File: config.mk
export PLATFORM = sky130hd
export DESIGN_NAME = button_events_multi
export DESIGN_NICKNAME = d
export VERILOG_FILES = /design/src/rtl/button_events_multi.sv
export SDC_FILE = /design/constraint.sdc
export NUM_CORES = 1
export LEC_CHECK = 0
export CAP_MARGIN = 20
export CORE_MARGIN = 2
export CORE_UTILIZATION = 40
export CTS_CLUSTER_DIAMETER = 40
export CTS_CLUSTER_SIZE = 16
export DETAILED_ROUTE_END_ITERATION = 8
export HOLD_SLACK_MARGIN = 0.1
export SYNTH_ARGS = -nofsm -noshare
export SYNTH_HDL_FRONTEND = slang
export SYNTH_SLANG_ARGS = --single-unit
export TNS_END_PERCENT = 30
File: constraint.sdc
create_clock -name clk -period 13.8 [get_ports clk]
set_input_delay 2.76 -clock clk [delete_from_list [all_inputs] [get_ports clk]]
set_output_delay 2.76 -clock clk [all_outputs]
set_load 0.05 [all_outputs]
File: src/rtl/button_events_multi.sv
// button_events_multi
//
// Multi-channel push-button front end. Each channel synchronises its raw
// input, debounces it, and runs a small event FSM that emits single-cycle
// press, release, long-press and auto-repeat pulses.
//
// Ports:
//   clk            system clock
//   rst_a_p        asynchronous reset, active high
//   button_in      raw asynchronous button levels, one bit per channel
//   repeat_en      per-channel auto-repeat enable, sampled every cycle
//   level_out      debounced pressed level (1 = pressed)
//   press_pulse    1-cycle pulse on each debounced press
//   release_pulse  1-cycle pulse on each debounced release
//   long_pulse     1-cycle pulse once per hold after LONG_CYC cycles
//   repeat_pulse   1-cycle pulse every REP_CYC cycles while held in LONG
//
// FSM states:
//   state    | meaning
//   ---------+-----------------------------------------------------------
//   RELEASED | button up, waiting for a debounced press
//   PRESSED  | button held, hold counter running toward LONG_CYC
//   LONG     | long press reached, repeat counter running when enabled

module button_events_multi #(
    parameter int  N_CHANNELS       = 4,
    parameter int  CLK_FREQ_HZ      = 50_000_000,
    parameter real DEBOUNCE_TIME_MS = 20.0,
    parameter real LONG_PRESS_MS    = 1000.0,
    parameter real REPEAT_MS        = 200.0,
    parameter bit  ACTIVE_LOW       = 1'b0
) (
    input  logic                  clk,
    input  logic                  rst_a_p,
    input  logic [N_CHANNELS-1:0] button_in,
    input  logic [N_CHANNELS-1:0] repeat_en,
    output logic [N_CHANNELS-1:0] level_out,
    output logic [N_CHANNELS-1:0] press_pulse,
    output logic [N_CHANNELS-1:0] release_pulse,
    output logic [N_CHANNELS-1:0] long_pulse,
    output logic [N_CHANNELS-1:0] repeat_pulse
);

    localparam int CYC_PER_MS = CLK_FREQ_HZ / 1000;
    localparam int DEB_RAW    = int'(real'(CYC_PER_MS) * DEBOUNCE_TIME_MS);
    localparam int LONG_RAW   = int'(real'(CYC_PER_MS) * LONG_PRESS_MS);
    localparam int REP_RAW    = int'(real'(CYC_PER_MS) * REPEAT_MS);

    localparam int DEB_CYC  = (DEB_RAW  < 1) ? 1 : DEB_RAW;
    localparam int LONG_CYC = (LONG_RAW < 1) ? 1 : LONG_RAW;
    localparam int REP_CYC  = (REP_RAW  < 1) ? 1 : REP_RAW;

    localparam int DW = $clog2(DEB_CYC) + 1;
    localparam int HW = $clog2(LONG_CYC) + 1;
    localparam int RW = $clog2(REP_CYC) + 1;

    localparam logic [DW-1:0] DEB_TC  = DW'(DEB_CYC - 1);
    localparam logic [HW-1:0] HOLD_TC = HW'(LONG_CYC - 1);
    localparam logic [RW-1:0] REP_TC  = RW'(REP_CYC - 1);

    typedef enum logic [1:0] {
        RELEASED = 2'd0,
        PRESSED  = 2'd1,
        LONG     = 2'd2
    } state_t;

    for (genvar g = 0; g < N_CHANNELS; g++) begin : g_ch
        logic          raw;
        logic          s1;
        logic          s2;
        logic          deb;
        logic [DW-1:0] deb_cnt;
        state_t        state;
        logic [HW-1:0] hold_cnt;
        logic [RW-1:0] rep_cnt;
        logic          lvl_r;
        logic          press_r;
        logic          release_r;
        logic          long_r;
        logic          repeat_r;

        // Polarity is normalised before the synchroniser so everything
        // downstream sees 1 = pressed.
        assign raw = button_in[g] ^ ACTIVE_LOW;

        always_ff @(posedge clk or posedge rst_a_p) begin
            if (rst_a_p) begin
                s1      <= 1'b0;
                s2      <= 1'b0;
                deb     <= 1'b0;
                deb_cnt <= '0;
            end else begin
                s1 <= raw;
                s2 <= s1;
                if (s2 == deb) begin
                    deb_cnt <= '0;
                end else if (deb_cnt == DEB_TC) begin
                    deb     <= ~deb;
                    deb_cnt <= '0;
                end else begin
                    deb_cnt <= deb_cnt + 1'b1;
                end
            end
        end

        // The FSM registers level and pulses together from the debounced
        // level, so level_out and its press/release pulse change on the
        // same edge. A fall always takes priority over long/repeat.
        always_ff @(posedge clk or posedge rst_a_p) begin
            if (rst_a_p) begin
                state     <= RELEASED;
                hold_cnt  <= '0;
                rep_cnt   <= '0;
                lvl_r     <= 1'b0;
                press_r   <= 1'b0;
                release_r <= 1'b0;
                long_r    <= 1'b0;
                repeat_r  <= 1'b0;
            end else begin
                press_r   <= 1'b0;
                release_r <= 1'b0;
                long_r    <= 1'b0;
                repeat_r  <= 1'b0;
                case (state)
                    RELEASED: begin
                        if (deb) begin
                            state    <= PRESSED;
                            lvl_r    <= 1'b1;
                            press_r  <= 1'b1;
                            hold_cnt <= '0;
                        end
                    end
                    PRESSED: begin
                        if (!deb) begin
                            state     <= RELEASED;
                            lvl_r     <= 1'b0;
                            release_r <= 1'b1;
                        end else if (hold_cnt == HOLD_TC) begin
                            state   <= LONG;
                            long_r  <= 1'b1;
                            rep_cnt <= '0;
                        end else begin
                            hold_cnt <= hold_cnt + 1'b1;
                        end
                    end
                    LONG: begin
                        if (!deb) begin
                            state     <= RELEASED;
                            lvl_r     <= 1'b0;
                            release_r <= 1'b1;
                        end else if (!repeat_en[g]) begin
                            rep_cnt <= '0;
                        end else if (rep_cnt == REP_TC) begin
                            repeat_r <= 1'b1;
                            rep_cnt  <= '0;
                        end else begin
                            rep_cnt <= rep_cnt + 1'b1;
                        end
                    end
                    default: begin
                        state <= RELEASED;
                        lvl_r <= 1'b0;
                    end
                endcase
            end
        end

        assign level_out[g]     = lvl_r;
        assign press_pulse[g]   = press_r;
        assign release_pulse[g] = release_r;
        assign long_pulse[g]    = long_r;
        assign repeat_pulse[g]  = repeat_r;
    end

endmodule

==> results.py <==
metrics = {
    "place": {
        "dp_slack_ns": 8.92,
        "gp_congestion": 0.803,
        "hpwlAfterDp_um": 21800,
        "io_buffer_count": 29,
    },
    "clocking": {
        "cts_tree": "yes",
        "cts_inserted_buffers": 59,
        "htreeDepth": 2,
        "post_cts_buffers": 0,
        "clk_path_buf_depth": 3,
        "cts.sinks": 332,
        "clk_pin_slew_ns": 0.06,
        "post_cts_resized": 0,
        "cts-root-buf": "clkbuf_16",
        "clkLatencyLatePin_ns": 0.59,
        "hold_buffers": 0,
    },
    "setup_path": {
        "worstPathRequired_ns": 11.04,
        "rr_endpoint": "g_ch[0].rep_cnt[24]",
        "cp_slowest_cell": "clkdlybuf4s50_1",
        "slowest_delay_ns": 0.82,
        "rr_worst_depth": 7,
        "crit_path_max_fanout": 3,
        "crit_buf_inv": 1,
        "rr_startpoint": "g_ch[0].rep_cnt[0]",
        "worstSetupEndpointType": "primary output",
        "cp-start-kind": "flop",
        "path_class": "flop to primary output",
        "path_cells": "clkdlybuf4s50_1",
        "r2r_slack_ns": 10.86,
        "crit_family": "buffers and inverters",
        "cp_data_arrival_time_ns": 1.77,
    },
    "cells_and_area": {
        "area.sequential_um2": 8310,
        "n_antenna_cell": 0,
        "fillCellCount": 3904,
        "areaGrowthSynthToFinish_pct": 15.7,
        "nNetsFinal": 1839,
        "drive_above_1_share_pct": 8.41,
        "multi_input_area_um2": 8160,
    },
    "power_and_ir_drop": {
        "peakVddDrop_v": 0.0000972,
        "leakagePower_nw": 8.41,
        "p_per_area_nw_per_um2": 126,
    },
    "timing": {
        "setup_viol": 0,
        "relSlewSlack_pct": 33.2,
        "finalCriticalPeriod_ns": 4.53,
        "fin_skew_ns": 0.0131,
        "finalSetupTns_ns": 0,
        "finalCritPeriodShare_pct": 32.8,
        "worstMarginPinSlew_ns": 1.00,
        "hold_violations": 0,
        "slew_viol_final": 0,
        "clock.fmax_ghz": 0.221,
        "fin_ws_ns": 9.27,
        "rsz0062_at_grt": "false",
    },
    "floorplanning": {
        "io_pins": 30,
        "die_w_um": 210,
        "coreArea_um2": 42000,
        "rows": 75,
        "start_util_pct": 40.5,
        "die_h_um": 210,
        "dieArea_um2": 44300,
    },
    "synth": {
        "netlist_area_um2": 17000,
        "ys_ff_latch": 332,
        "yosysMostFrequentCell": "dfrtp_1",
        "synth.top_cell.area_share_pct": 48.8,
        "syn_avg_cell_area_um2": 9.50,
        "ys_top_cells_by_area": "dfrtp_1 49%, xor2_1 6.2%, nor2_1 5.5%, o21ai_0 3.6%, xnor2_1 3.2%",
        "synth.distinct_cells": 72,
        "synthTopCellsByCount": "332 x dfrtp_1, 249 x nor2_1, 133 x nand2_1, 123 x o21ai_0, 121 x xor2_1",
        "async_reset_ff_share_pct": 100,
        "yosysSeqAreaShare_pct": 48.8,
        "synthFlopType": "dfrtp_1",
        "yosys_warnings": 0,
        "synth_enable_flop_cells": 0,
        "syn_nets": 1827,
        "syn-instance-count": 1793,
        "synth_top_area_cell": "dfrtp_1",
    },
    "detailed_routing": {
        "wl_per_cell_um": 14.4,
        "via_per_inst": 5.40,
        "drtIter0Drc": 735,
        "first_pass_iters": 5,
        "vias": 12900,
        "drc_errors": 0,
        "drt-total-wl_um": 34400,
        "antenna_left": 0,
    },
    "worst_hold_path": {
        "min_path_cells": 0,
        "hold_path.class": "flop to flop",
        "hold_path_startpoint": "g_ch[1].s1",
        "min_to": "g_ch[1].s2",
    },
    "global_route": {
        "grt_overflow_total": 0,
        "grt_max_degree": 183,
        "gr-usage-all-layers_pct": 16.0,
        "first_global_vias": 12800,
        "antenna_found_initial": 0,
        "grt_pass1_wl_um": 60800,
    },
    "job": {
        "maxCapViolCount": 0,
    },
    "status": {
        "outcome": "complete, no violations",
    },
}
-- where the power goes --
| part | leakage (nW) | switching, mW | total [mW] | internal, mW |
|---|---|---|---|---|
| registers | 4.51 | 0.00384 | 0.983 | 0.979 |
| logic | 2.91 | 0.0252 | 0.0317 | 0.00652 |
| clock network | 0.996 | 0.534 | 1.48 | 0.943 |
| total | 8.41 | 0.563 | 2.49 | 1.93 |
-- registers in the layout (all words and copies together) (netlist names) --
| signal | flops |
|---|---|
| g_ch.state | 8 |
| g_ch.repeat_r | 4 |
| g_ch.deb | 4 |
| g_ch.s2 | 4 |
| g_ch.press_r | 4 |
| g_ch.long_r | 4 |
| g_ch.rep_cnt | 100 |
| g_ch.s1 | 4 |
| g_ch.deb_cnt | 84 |
| g_ch.hold_cnt | 108 |
| g_ch.lvl_r | 4 |
| g_ch.release_r | 4 |
-- through the flow --
stage	hold slack [ns]	area [um^2]	instances	total power, mW	util, %
floorplan	0.331	17000	1793	1.02	-
global placement	0.335	17700	2283	1.03	42.0
detailed placement	0.338	17700	2283	1.03	42.0
CTS	0.351	19700	2394	2.53	46.9
global route	0.356	19700	2394	2.58	46.9
finish	0.349	19700	2394	2.49	46.9
-- kinds of logic (layout without fill, tap and decap cells) --
family	after synthesis	count (layout)	synth area share (%)
mux	9	9	0.565
simple gates	849	849	26.2
flops	332	332	48.8
fa+ha+maj	24	24	1.76
xor+xnor	183	183	9.41
compound gates	274	274	9.83
buf+inv	122	184	3.47
-- cells in the final DEF, fill, tap and decap left out, drive strengths merged, types with 8 or more instances in the layout --
cell / count
dfrtp: 332
nor2: 251
nand2: 133
o21ai: 127
xor2: 121
nand3: 111
nand4: 74
clkbuf: 69
xnor2: 62
and3: 59
inv: 47
o31ai: 45
a21oi: 42
nor3: 35
and4: 31
nor4: 30
clkdlybuf4s50: 29
nor4b: 25
ha: 24
or3: 23
and2: 19
nor2b: 17
a31oi: 16
nand2b: 15
clkinv: 15
buf: 11
o211ai: 9
clkinvlp: 8
-- metal layers --
metal  vias to the layer above  GRT usage, %  wire, um  share of wire, %
met2                       163          25.8     15800                46
met1                      6307          21.6     16500                48
li1                       6394             -         -                 -
met5                         -             0         0                 0
met3                        63          2.94      1220               3.5
met4                         0          5.76       889               2.6
-- how the worst max path moves through the flow --
stage               depth (start not counted)                end  slack (ns)           from
global placement                            3  g_ch[1].release_r        8.93        rst_a_p
floorplan                                   1        g_ch[0].deb        1.84        rst_a_p
CTS                                         1       level_out[3]        9.23  g_ch[3].lvl_r
global route                                1       level_out[0]        9.22  g_ch[0].lvl_r
finish                                      1       level_out[0]        9.27  g_ch[0].lvl_r
detailed placement                          3  g_ch[1].release_r        8.92        rst_a_p
-- layout make-up --
class | instances | share of cell area (%)
clock buffer | 69 | 8.20
clock inverter | 42 | 2.23
inverter | 33 | 0.666
multi-input combinational | 1339 | 41.4
sequential | 332 | 42.1
tap | 539 | 3.42
timing repair buffer | 40 | 1.95
-- worst register-to-register path, cell delays in order, from the launching register on --
cell	delay (ns)
dfrtp_1	0.41
ha_1	0.21
and3_1	0.40
nand4_1	0.15
nor4_1	0.66
nor2_1	0.22
nor2_2	0.62
nor2_1	0.12
Power figures use the tool's default switching activity.
